[config.mk]
export PLATFORM = sky130hd
export DESIGN_NAME = prio_irq_encoder
export DESIGN_NICKNAME = d
export VERILOG_FILES = /design/src/rtl/prio_irq_encoder_pkg.sv /design/src/rtl/prio_irq_encoder_prio_select.sv /design/src/rtl/prio_irq_encoder.sv
export SDC_FILE = /design/constraint.sdc
export NUM_CORES = 1
export LEC_CHECK = 0
export CAP_MARGIN = 15
export CORE_MARGIN = 2
export CORE_UTILIZATION = 51
export CTS_CLUSTER_SIZE = 20
export DETAILED_ROUTE_END_ITERATION = 10
export PLACE_DENSITY = 0.81
export SETUP_SLACK_MARGIN = 0.4
export SLEW_MARGIN = 20
export SYNTH_ARGS = -nofsm -noshare
export SYNTH_HDL_FRONTEND = slang
export SYNTH_HIERARCHICAL = 1
export SYNTH_SLANG_ARGS = --single-unit
[constraint.sdc]
create_clock -name clk -period 3.05 [get_ports clk]
set_clock_uncertainty 0.15 [all_clocks]
set_input_delay 0.305 -clock clk [delete_from_list [all_inputs] [get_ports clk]]
set_output_delay 0.305 -clock clk [all_outputs]
set_load 0.02 [all_outputs]
[src/rtl/prio_irq_encoder_pkg.sv]
// Shared types and constants for the priority interrupt encoder.
package prio_irq_encoder_pkg;

   // Two-state grant FSM
   typedef enum logic {
      IDLE  = 1'b0,
      GRANT = 1'b1
   } state_t;

   // Priority mode encodings for the mode input
   localparam logic MODE_FIXED = 1'b0;
   localparam logic MODE_RR    = 1'b1;

endpackage

[src/rtl/prio_irq_encoder_prio_select.sv]
// Combinational winner selection over the pending vector.
// Fixed mode: highest pending index wins.
// Round-robin mode: search starts at ptr and walks downward, wrapping modulo N.
module prio_select
   import prio_irq_encoder_pkg::*;
#(
   parameter  int unsigned OUT_LEN = 2,
   localparam int unsigned N       = 2 ** OUT_LEN
) (
   input  logic [N-1:0]       pending,
   input  logic [OUT_LEN-1:0] ptr,
   input  logic               mode,
   output logic [OUT_LEN-1:0] index,
   output logic               any
);

   logic [OUT_LEN-1:0] pos;

   // Later loop iterations overwrite earlier ones, so the last hit is the highest priority
   always_comb begin
      index = '0;
      pos   = '0;
      any   = |pending;
      if (mode == MODE_FIXED) begin
         for (int unsigned i = 0; i < N; i++) begin
            if (pending[i]) begin
               index = OUT_LEN'(i);
            end
         end
      end else begin
         // offset N-1 is visited first, offset 0 (ptr itself) last
         for (int unsigned k = N; k > 0; k--) begin
            pos = ptr - OUT_LEN'(k - 1);
            if (pending[pos]) begin
               index = pos;
            end
         end
      end
   end

endmodule

[src/rtl/prio_irq_encoder.sv]
// Priority interrupt encoder: latches level requests into a pending vector,
// grants one channel at a time and holds the grant until acknowledged.
module prio_irq_encoder
   import prio_irq_encoder_pkg::*;
#(
   parameter  int unsigned OUT_LEN = 2,
   localparam int unsigned N       = 2 ** OUT_LEN
) (
   input  logic               clk,
   input  logic               rst,
   input  logic               en,
   input  logic               mode,
   input  logic [N-1:0]       req,
   input  logic               ack,
   output logic               valid,
   output logic [OUT_LEN-1:0] idx,
   output logic [N-1:0]       pending
);

   state_t             state;
   logic [OUT_LEN-1:0] ptr;
   logic [OUT_LEN-1:0] sel_idx;
   logic               sel_any;
   logic               grant_mode;
   logic [N-1:0]       set_mask;
   logic [N-1:0]       clr_mask;

   prio_select #(
      .OUT_LEN(OUT_LEN)
   ) u_sel (
      .pending(pending),
      .ptr    (ptr),
      .mode   (mode),
      .index  (sel_idx),
      .any    (sel_any)
   );

   // Set and clear masks for the pending vector; set is applied after clear so it wins
   always_comb begin
      set_mask = en ? req : '0;
      clr_mask = '0;
      if (state == GRANT && ack) begin
         clr_mask[idx] = 1'b1;
      end
   end

   // Pending request register
   always_ff @(posedge clk or posedge rst) begin
      if (rst) begin
         pending <= '0;
      end else begin
         pending <= (pending & ~clr_mask) | set_mask;
      end
   end

   // Grant FSM with registered valid/idx and the round-robin pointer
   always_ff @(posedge clk or posedge rst) begin
      if (rst) begin
         state      <= IDLE;
         valid      <= 1'b0;
         idx        <= '0;
         ptr        <= '1;
         grant_mode <= MODE_FIXED;
      end else begin
         case (state)
            IDLE: begin
               if (en && sel_any) begin
                  state      <= GRANT;
                  valid      <= 1'b1;
                  idx        <= sel_idx;
                  grant_mode <= mode;
               end
            end
            GRANT: begin
               if (ack) begin
                  state <= IDLE;
                  valid <= 1'b0;
                  idx   <= '0;
                  // mode captured at grant time governs the pointer update
                  if (grant_mode == MODE_RR) begin
                     ptr <= idx - OUT_LEN'(1);
                  end
               end
            end
            default: begin
               state <= IDLE;
               valid <= 1'b0;
               idx   <= '0;
            end
         endcase
      end
   end

endmodule

==> results of run 1 <==
-- layout make-up --
cell class	instances	area, µm²	area share [%]
Multi-Input combinational cell	43	363	41.9
Clock buffer	4	26.3	3.03
Inverter	8	30.0	3.47
Timing Repair Buffer	15	150	17.3
Sequential cell	11	278	32.1
Tap cell	15	18.8	2.17
-- through the flow --
step                      total power [W]  util (%)  setup WS [ns]  cells
final                            0.000687      67.4           1.12     96
after CTS                        0.000689      67.4           1.11     96
after global placement           0.000579      65.3           1.17     92
after floorplan                  0.000468         -           1.13     64
after detailed placement         0.000587      65.3           1.13     92
after global routing             0.000742      67.4           1.06     96
-- report_power, final --
group / switching, W / internal, W
Clock: 0.0000470 / 0.0000506
Sequential: 0.0000843 / 0.000206
Combinational: 0.000135 / 0.000164
-- routing by layer --
metal	GRT usage, %	vias to the layer above	wire (µm)
met5	0	-	0
met1	27.3	264	693
li1	-	268	-
met4	5.00	0	4
met3	10.3	2	101
met2	29.4	19	587
-- cells by family after synthesis --
kind of cell	after synthesis	synth area share [%]
flops	11	40.3
simple gates	14	13.6
buf+inv	10	7.08
mux	5	9.62
compound gates	20	22.1
fa+ha+maj	4	7.26
-- layout by cell type (no fill, tap or decap) --
cell type / instances
a211o_1: 2
a21bo_2: 1
a21boi_0: 2
a21o_2: 1
a21oi_1: 2
a22o_1: 4
a41oi_1: 1
clkbuf_1: 1
clkbuf_4: 3
clkdlybuf4s50_1: 15
dfrtp_1: 9
dfstp_2: 2
ha_1: 4
inv_1: 8
mux2_2: 1
mux2_4: 3
mux2i_1: 1
nand2_1: 2
nand2b_1: 2
nand3_1: 5
nand3b_4: 1
nand4b_1: 1
nor2_1: 1
o2111ai_1: 1
o211ai_1: 1
o21a_1: 1
o21ai_0: 3
o31a_1: 1
or2b_1: 1
or4_2: 1
-- worst register-to-register path: cells and delay by family (launching register included) --
| kind | cells | cell delay [ns] |
|---|---|---|
| and+or+nand+nor | 2 | 0.88 |
| DFF | 1 | 0.49 |
| muxes | 1 | 0.30 |
-- state kept, by name (all words and copies together), names as in the netlist --
| register | count |
|---|---|
| valid | 1 |
| idx | 2 |
| pending | 4 |
| ptr | 2 |
| grant_mode | 1 |
| state | 1 |
-- how the worst min path moves through the flow --
stage,startpoint,endpoint,cells past startpoint
6_report,rst,pending[1],2
5_1_grt,rst,pending[1],2
4_1_cts,rst,pending[1],2
3_5_place_dp,grant_mode,grant_mode,1
3_3_place_gp,grant_mode,grant_mode,1
2_1_floorplan,rst,grant_mode,1
==> flow_summary.toml, run 1 <==
[timing]
grt_setup_unrepaired = "false"
holdWs_ns = 0.177
final-hold-violation-count = 0
max_clock_freq_mhz = 517
tightest_slew_ns = 0.423
relSlewSlack_pct = 71.7
setup_violations = 0
fin_crit_sh_pct = 63.4
timing.setup.tns_ns = 0
final-max-slew-violation-count = 0
min_period_ns = 1.93

[synthesis]
yosysSeqAreaShare_pct = 40.3
yosys-top-cells-count = "dfrtp_1 (9), inv_1 (8), nand3_1 (5)"
synthTopCellsByArea = "dfrtp_1 (33%), dfstp_2 (7.6%), ha_1 (7.3%)"
avgSynthCellArea_um2 = 10.8
netlist.area_leader.share_pct = 32.7
yosys.area.top_type = "dfrtp_1"
synthesis.area_um2 = 689
ys_ff_latch = 11
post-synth-top-count-cell = "dfrtp_1"
ys.flop_type = "dfrtp_1"
ys_async_sr_fraction_pct = 100
syn_nets = 77
yosysWarnings = 6
yosysUniqueCellTypes = 29
synth_edf_count = 0
synthCells = 64

[drt]
ant_nets = 0
via_per_inst = 5.76
route.detailed.drc = 0
dr_total_vias = 553
drtIter0Drc = 7
drt-pass1-iter-count = 4
wl_mm = 1.39
wire_per_inst_um = 14.4

[clock_network]
cts_buffers = 3
cts_hold_buf = 0
cts.sinks = 11
postCtsSetupRepairBufs = 0
path_clk_slew_ns = 0.07
cts_resized = 0
clockRootBuffer = "clkbuf_4"
cts_tree = "yes"
clock_latency_ns = 0.27
max-clock-path-buffers = 2
htreeDepth = 1

[placement]
place_area_um2 = 840
post-dp-hpwl_mm = 1.01
gp_routability_congestion = 0.738
io_buffers = 15

[setup_path]
cpLargestDelayFamily = "simple AND/OR/NAND/NOR gates"
reg2reg_depth = 3
crit_path_max_fanout = 10
cp.depth = 3
crit_buf_inv = 0
regToRegEndpoint = "idx[0]"
cp-start-kind = "flop"
crit_type = "reg -> reg"
r2r_setup_slack_ns = 1.12
rr_startpoint = "pending[3]"
critical_path_required_ns = 3.05
path_cells = "or4_2 > nand3b_4 > mux2_4"
crit_slowest_cell = "or4_2"
cp-end-kind = "flop"
crit_path_start = "pending[3]"
cp-endpoint = "idx[0]"
slowest_delay_ns = 0.74
cp_data_arrival_time_ns = 1.94

[run_status]
status = "finished clean"

[floorplanning]
num_io_pins = 16
die_width_um = 40.8
core_area_um2 = 1280
start_util_pct = 53.7
die_y_um = 40.8
row_count = 13
die_area_um2 = 1660

[finish]
syn_to_final_growth_pct = 25.6
layout.nets = 95
fill_cells = 104
antenna_cells = 0
final_area_um2 = 866
layout-drive-gt1-share_pct = 16.0

[job]
max_cap_violations = 0

[worst_hold_path]
min_path_type = "in -> async"

[power_and_ir_drop]
power_leakage_nw = 0.399
power_density_nw_per_um2 = 793
vdd_ir_drop_max_mv = 0.479

[global_routing]
grt_pass1_vias = 455
overflow = 0
grt.total_usage_pct = 20.5
antenna_found_initial = 0
grt_max_degree = 12
grt_pass1_wl_mm = 2.07
Note: power is estimated with default switching activity, not from simulation.
==> run 2: changes to the inputs <==
CORE_UTILIZATION = 47   (was 51)
PLACE_DENSITY = 0.76   (was 0.81)
clock period = 1.8 ns   (was 3.05 ns; I/O delays follow)
==> flow_summary.toml, run 2 (synthesis gave the netlist of run 1 again) <==
[setup_path]
path_cells = "inv_2 > o31a_1 > a41oi_2 > nand2_1 > mux2_4"
cp-end-kind = "flop"
rr_startpoint = "ptr[1]"
crit_path_max_fanout = 5
regToRegEndpoint = "idx[0]"
cp_data_arrival_time_ns = 1.71
critical_path_required_ns = 1.81
crit_type = "reg -> reg"
slowest_delay_ns = 0.59
cp-start-kind = "flop"
reg2reg_depth = 5
r2r_setup_slack_ns = 0.1
crit_slowest_cell = "dfstp_2"

[drt]
ant_nets = 0
dr_wl_met3_um = 101
route.detailed.drc = 0
drt-pass1-iter-count = 4
via_per_inst = 5.54
drtIter0Drc = 13
dr_total_vias = 582
wl_met1_um = 762
wl_mm = 1.65
highest_layer = "met4"
wire_per_inst_um = 15.7
wl_met2_um = 775

[timing]
relSlewSlack_pct = 70.3
final-max-slew-violation-count = 0
grt_setup_unrepaired = "true"
final-hold-violation-count = 0
fin_crit_sh_pct = 94.6
max_clock_freq_mhz = 587
setup_violations = 0
tightest_slew_ns = 0.445
timing.setup.tns_ns = 0
holdWs_ns = 0.0548
min_period_ns = 1.70

[job]
max_cap_violations = 0

[floorplanning]
die_area_um2 = 1790
row_count = 13
die_y_um = 42.3
die_width_um = 42.3
core_area_um2 = 1330
num_io_pins = 16
start_util_pct = 51.7

[clock_network]
cts_tree = "yes"
max-clock-path-buffers = 2
clock_latency_ns = 0.27
htreeDepth = 1
clockRootBuffer = "clkbuf_4"
cts.sinks = 11
path_clk_slew_ns = 0.07
cts_buffers = 3

[power_and_ir_drop]
power_leakage_nw = 0.450
vdd_ir_drop_max_mv = 0.793
power_w = 0.00128
power_density_nw_per_um2 = 1350

[global_routing]
antenna_found_initial = 0
grt_max_degree = 12
grt_pass1_wl_mm = 2.65
grt_pass1_vias = 583
overflow = 0
grt.total_usage_pct = 20.1

[finish]
largestRegisters = "pending x4, idx x2, ptr x2"
layout-drive-gt1-share_pct = 37.8
final_common_cell = "clkdlybuf4s50_1"
fill_cells = 97
seqCellArea_um2 = 282
layout_common_cells = "clkdlybuf4s50_1 (8), inv_1 (7), buf_4 (7), dfrtp_1 (6), nand3_1 (5)"
largest_reg_flops = 4
layout.nets = 104
largest-register = "pending"
final_area_um2 = 946
syn_to_final_growth_pct = 37.2
stdcell_count = 105
antenna_cells = 0
multi_input_area_um2 = 387

[placement]
place_area_um2 = 867
io_buffers = 15
post-dp-hpwl_mm = 1.08
gp_routability_congestion = 0.751
dp_cells = 95

[worst_hold_path]
min_path_type = "in -> async"

[run_status]
status = "finished clean"
## run 2: layout make-up
class	instances	share of cell area, %
clock buffer	4	2.78
inverter	8	3.17
multi-input combinational	43	40.9
sequential	11	29.8
tap	15	1.98
timing repair buffer	24	21.4
## run 2: layer usage
metal / GRT usage [%] / vias to the layer above
met3: 8.62 / 2
met4: 5.63 / 0
met5: 0 / -
met2: 31.4 / 21
met1: 25.3 / 274
li1: - / 285
## run 2: how the worst max path moves through the flow
stage / start / to / slack [ns] / depth (start not counted)
finish: ptr[1] / idx[0] / 0.1 / 5
global route: ptr[1] / idx[0] / 0.06 / 5
CTS: ptr[1] / idx[0] / 0.13 / 5
detailed placement: ptr[1] / idx[0] / 0.04 / 5
global placement: ptr[1] / idx[0] / 0.06 / 5
floorplan: pending[2] / grant_mode / 0.08 / 3
## run 2: critical path, delay by kind of cell (launching register included)
kind	cells	cell delay, ns
AO/OA/AOI/OAI	2	0.44
buffers and inverters	1	0.06
flip-flops	1	0.59
multiplexers	1	0.27
AND/OR/NAND/NOR	1	0.09
## run 2: repair_timing
item / CTS / global route
hold buffers: 0 / 0
setup endpoints to repair: 12 / 9
gates resized for setup: 16 / 11
buffers inserted: 5 / 1
pin swaps: 4 / 2
## run 2: where the power goes
group / switching [W] / total [W] / internal (W)
registers: 0.000133 / 0.000486 / 0.000353
logic: 0.000287 / 0.000619 / 0.000333
clock network: 0.0000863 / 0.000172 / 0.0000860
total: 0.000506 / 0.00128 / 0.000772
## run 2: stage by stage
step | setup slack [ns] | util [%]
after detailed placement | 0.0371 | 65.0
after global placement | 0.0649 | 65.0
final | 0.0974 | 70.9
after CTS | 0.133 | 70.3
after global routing | 0.0575 | 70.9
after floorplan | 0.0790 | -
